===== src/rtl/ewm_vec4_arb2.sv =====
// Two-requester arbiter in front of one shared ewm_vec4 multiplier.
// Burst-limited round-robin grant; an in-order tag FIFO steers results back.
module ewm_vec4_arb2 #(
    parameter int TILE_SIZE = 4,
    parameter int W         = 16,
    parameter int BURST     = 4,
    parameter int DEPTH     = 4
) (
    input  logic                            clk,
    input  logic                            rst_n,
    input  logic                            r0_valid,
    output logic                            r0_ready,
    input  logic [W*TILE_SIZE-1:0]          r0_a_vec,
    input  logic [W*TILE_SIZE-1:0]          r0_b_vec,
    input  logic                            r1_valid,
    output logic                            r1_ready,
    input  logic [W*TILE_SIZE-1:0]          r1_a_vec,
    input  logic [W*TILE_SIZE-1:0]          r1_b_vec,
    output logic                            m_in_valid,
    input  logic                            m_in_ready,
    output logic [W*TILE_SIZE-1:0]          m_a_vec,
    output logic [W*TILE_SIZE-1:0]          m_b_vec,
    input  logic                            m_out_valid,
    output logic                            m_out_ready,
    input  logic [W*TILE_SIZE-1:0]          m_y_vec,
    output logic                            y0_valid,
    output logic                            y1_valid,
    input  logic                            y0_ready,
    input  logic                            y1_ready,
    output logic [W*TILE_SIZE-1:0]          y_vec,
    output logic [$clog2(DEPTH):0]          inflight,
    output logic                            err_orphan
);

    localparam int PW   = $clog2(DEPTH);
    localparam int CW   = PW + 1;
    localparam int CNTW = $clog2(BURST + 1);

    logic            cur;
    logic [CNTW-1:0] cnt;
    logic            tag_mem [DEPTH];
    logic [PW-1:0]   wr_ptr;
    logic [PW-1:0]   rd_ptr;
    logic [CW-1:0]   count;

    logic sel;
    logic sel_valid;
    logic v_cur;
    logic v_oth;
    logic tag_full;
    logic tag_empty;
    logic can_issue;
    logic fire;
    logic pop;
    logic head;

    // Owner keeps the grant until its burst is spent while the other side waits.
    always_comb begin
        v_cur = cur ? r1_valid : r0_valid;
        v_oth = cur ? r0_valid : r1_valid;
        sel   = cur;
        if (v_cur && ((cnt < CNTW'(BURST)) || !v_oth)) begin
            sel = cur;
        end else if (v_oth) begin
            sel = ~cur;
        end
    end

    assign sel_valid  = sel ? r1_valid : r0_valid;
    assign tag_full   = (count == CW'(DEPTH));
    assign tag_empty  = (count == '0);
    // rst_n gating keeps every handshake output low while reset is held.
    assign can_issue  = rst_n & ~tag_full;
    assign m_in_valid = sel_valid & can_issue;
    assign r0_ready   = ~sel & m_in_ready & can_issue;
    assign r1_ready   = sel & m_in_ready & can_issue;
    assign m_a_vec    = sel ? r1_a_vec : r0_a_vec;
    assign m_b_vec    = sel ? r1_b_vec : r0_b_vec;
    assign fire       = m_in_valid & m_in_ready;

    assign head        = tag_mem[rd_ptr];
    assign y0_valid    = m_out_valid & ~tag_empty & ~head;
    assign y1_valid    = m_out_valid & ~tag_empty & head;
    assign m_out_ready = ~tag_empty & (head ? y1_ready : y0_ready);
    assign pop         = m_out_valid & m_out_ready;
    assign y_vec       = m_y_vec;
    assign inflight    = count;

    always_ff @(posedge clk or negedge rst_n) begin
        if (!rst_n) begin
            cur <= 1'b0;
            cnt <= '0;
        end else if (fire) begin
            if (sel == cur) begin
                if (cnt < CNTW'(BURST)) begin
                    cnt <= cnt + 1'b1;
                end
            end else begin
                cur <= sel;
                cnt <= CNTW'(1);
            end
        end
    end

    always_ff @(posedge clk or negedge rst_n) begin
        if (!rst_n) begin
            wr_ptr     <= '0;
            rd_ptr     <= '0;
            count      <= '0;
            err_orphan <= 1'b0;
        end else begin
            if (fire) begin
                wr_ptr <= wr_ptr + 1'b1;
            end
            if (pop) begin
                rd_ptr <= rd_ptr + 1'b1;
            end
            if (fire && !pop) begin
                count <= count + 1'b1;
            end else if (pop && !fire) begin
                count <= count - 1'b1;
            end
            if (m_out_valid && tag_empty) begin
                err_orphan <= 1'b1;
            end
        end
    end

    // Tag storage needs no reset: only slots between the pointers are read.
    always_ff @(posedge clk) begin
        if (fire) begin
            tag_mem[wr_ptr] <= sel;
        end
    end

endmodule


===== config.mk =====
export PLATFORM = sky130hd
export DESIGN_NAME = ewm_vec4_arb2
export DESIGN_NICKNAME = d
export VERILOG_FILES = /design/src/rtl/ewm_vec4_arb2.sv
export SDC_FILE = /design/constraint.sdc
export NUM_CORES = 1
export LEC_CHECK = 0
export BUFFER_PORTS_ARGS = -buffer_cell sky130_fd_sc_hd__clkbuf_2
export CAP_MARGIN = 15
export CORE_AREA = 2 2 206 208
export DETAILED_ROUTE_END_ITERATION = 10
export DIE_AREA = 0 0 208 210
export PLACE_DENSITY_LB_ADDON = 0.3
export SLEW_MARGIN = 10
export SYNTH_ARGS = -nofsm -noshare
export SYNTH_HDL_FRONTEND = slang
export SYNTH_SLANG_ARGS = --single-unit

===== constraint.sdc =====
create_clock -name clk -period 7 [get_ports clk]
set_input_delay 0.35 -clock clk [delete_from_list [all_inputs] [get_ports clk]]
set_output_delay 0.35 -clock clk [all_outputs]
set_load 0.005 [all_outputs]

==> metrics <==
CTS clk-pin slew, worst paths=0.05 ns; critical path endpoint=m_a_vec[15]; syn_nets=629; Residual DRC=0; unrepaired setup endpoints after global routing=no; Detailed Place HPWL=14400 µm; status=complete, no violations; Fill cells=4746; Worst slew margin=0.358; pwr/cell area=227 nW/µm²; YS warnings=0; Cell Rows=75; port bufs=401; first-pass GRT wire length=21000 µm; maximum number of pins on one net before global-route repair=74; Post-CTS Setup Bufs=0; Starting Density=0.0809; dominant cell type by area after synthesis=mux2_4; Tightest Hold Check Type=in -> async; Global Route Usage Sum=0.0642; WL/cell=13.6 µm; Setup CP Type=reg -> out; synthesized flop and latch total=16; Cells after Synth=294; R2R Path End=tag_mem[1]; Worst VDD drop=0.134 mV; antenna-violating nets left=0; Slew Limit Fails=0; maxcap violations=0; Reg-to-Reg Start=cnt[2]; crit path from=cnt[2]; Num Clock Sinks=16; Critical Path AT=2.81 ns; Seq/Total Area, Yosys=0.125; Ant. Diodes=0; Clock Latency Late Sink=0.24 ns; met3 Use GR=0.0249; CP max FO=73; total core area=41500 µm²; largest family of logic cells by synthesized area=multiplexers; layout cells sized above 1=0.865; Post-CTS Resized=0; Inserted Clock Buffers=3; area grow syn2layout=64.5%; Worst Setup Start Kind=flop; CTS Hold Bufs=0; final number of setup-violating endpoints=0; count of cell types in the netlist=35; Nets=957; R2R setup slack=4.48 ns; Worst setup EP type=output pin; CTS HTree Levels=1; Tcrit/Tclk final=0.452; Die Ht=210 µm; routed wire length=15800 µm; GPL Wtd Cong=0.724; TNS Setup=0 ns; mux cell area share after synthesis=0.560; area fraction in and, or, nand and nor cells after synthesis=0.0399; synth top area cells=mux2_4 44%, buf_4 14%, mux2_2 10%, dfrtp_1 8.9%, buf_6 3.7%; Via density=3.03; Lkg Pwr=3.02 nW; Worst Path Required=6.65 ns; Iteration-0 DRC Markers=119; R2R cell count=5; antenna violations before repair=4; die width=208 µm; Synth top area share=0.438; Synth Area in Compound Gates=0.0388; CTS tree=built; Pre-antenna DRT Iters=3; M2 GR Usage=0.111; Slew @ Worst Pin=0.963 ns; clock root cell=clkbuf_16; grt total ovfl=0; final number of hold-violating endpoints=0; Peak Freq=316 MHz; Vias=3510; Core Util, Final=0.133; M1 GR Usage=0.0768; vias in the first global route=3414; IO Pins=530; WHS=0.0140 ns; global-route layer with the greatest usage=met2; XOR/XNOR share of the synthesized area=0.0130; post-synthesis adder-cell area fraction=0.0283; Mean Syn Cell Area=11.4 µm²; Clock Skew=0.000652 ns; total die area=43700 µm²; Max Buffers Root-to-Sink=2; Cell Area, Synth=3360 µm²; Period minus WS final=3.16 ns
-- Yosys cell counts (all sizes together) --
| cell type | number |
|---|---|
| a21o | 2 |
| a21oi | 4 |
| and2 | 4 |
| buf | 78 |
| clkbuf | 1 |
| dfrtp | 12 |
| edfxtp | 4 |
| fa | 1 |
| ha | 6 |
| inv | 8 |
| mux2 | 129 |
| mux2i | 6 |
| nand2 | 3 |
| nand2b | 3 |
| nand3 | 1 |
| nor2 | 7 |
| nor2b | 2 |
| nor3 | 1 |
| nor3b | 1 |
| o2111a | 1 |
| o2111ai | 2 |
| o211a | 1 |
| o211ai | 1 |
| o21a | 1 |
| o21ai | 5 |
| o311ai | 1 |
| o31ai | 1 |
| or2 | 1 |
| or3b | 1 |
| or4 | 1 |
| xnor2 | 2 |
| xor2 | 3 |
-- cell type report --
cell class                      instances  area (µm²)  area share
Clock buffer                            3        75.1      0.0136
Timing Repair Buffer                  402        2030       0.367
Inverter                                8        30.0     0.00544
Tap cell                              539         674       0.122
Clock inverter                          1        3.75    0.000680
Sequential cell                        16         420      0.0761
Multi-Input combinational cell        191        2290       0.415
-- worst min path at each step --
stage | endpoint | slack, ns | depth (start not counted)
final | cur | 0.01 | 1
after global placement | cur | 0.29 | 1
after floorplan | cnt[0] | 0.05 | 0
after detailed placement | cur | 0.28 | 1
after CTS | cur | 0.02 | 1
after global routing | cur | 0.05 | 1
-- placed cells by master (no fill, tap or decap), types with 2 or more instances in the layout --
cell type    n
nand2b_1     3
nor2b_1      2
dfrtp_1     12
a21oi_1      4
xor2_1       3
inv_1        8
clkbuf_16    3
xnor2_1      2
ha_1         6
edfxtp_1     4
nand2_1      3
mux2_4      98
mux2i_1      6
nor2_1       7
and2_1       4
o21ai_0      5
o2111ai_1    2
clkbuf_2   401
mux2_2      31
-- layer usage --
layer / vias up / part of all wire
li1: 1635 / -
met1: 1556 / 0.39
met2: 309 / 0.48
met3: 10 / 0.12
met4: 0 / 0.011
met5: - / 0
-- logic make-up (layout without fill, tap and decap cells) --
| logic type | count (synthesis) | count (layout) |
|---|---|---|
| adders and majority gates | 7 | 7 |
| buffers and inverters | 87 | 414 |
| xor gates and xnor gates | 5 | 5 |
| muxes | 135 | 135 |
| AOI/OAI and AO/OA | 19 | 19 |
| and+or+nand+nor | 25 | 25 |
| DFF | 16 | 16 |
-- state kept, by name (all words and copies together) (netlist names) --
| name | flops |
|---|---|
| cnt | 3 |
| cur | 1 |
| err_orphan | 1 |
| inflight | 3 |
| rd_ptr | 2 |
| tag_mem | 4 |
| wr_ptr | 2 |
-- metrics by stage --
step                      total power, W  setup slack (ns)  instance area (µm²)  instances
final                            0.00125              3.84                 5520       1160
after global routing             0.00134              3.57                 5520       1160
after CTS                        0.00127              3.79                 5520       1160
after detailed placement         0.00115              3.97                 5440       1156
after global placement           0.00115              3.99                 5440       1156
after floorplan                 0.000857              4.65                 3360        294
-- critical path, stage by stage, from the launching register on --
cell	delay, ns
dfrtp_1	0.43
nor2b_1	0.17
o21a_1	0.21
a21o_4	0.66
buf_12	0.47
mux2_4	0.36
clkbuf_2	0.11
-- power breakdown --
part	switching [W]	internal [W]
registers	0.0000390	0.000135
clock network	0.0000333	0.0000756
logic	0.000402	0.000566
total	0.000475	0.000777
Power figures use the tool's default switching activity.
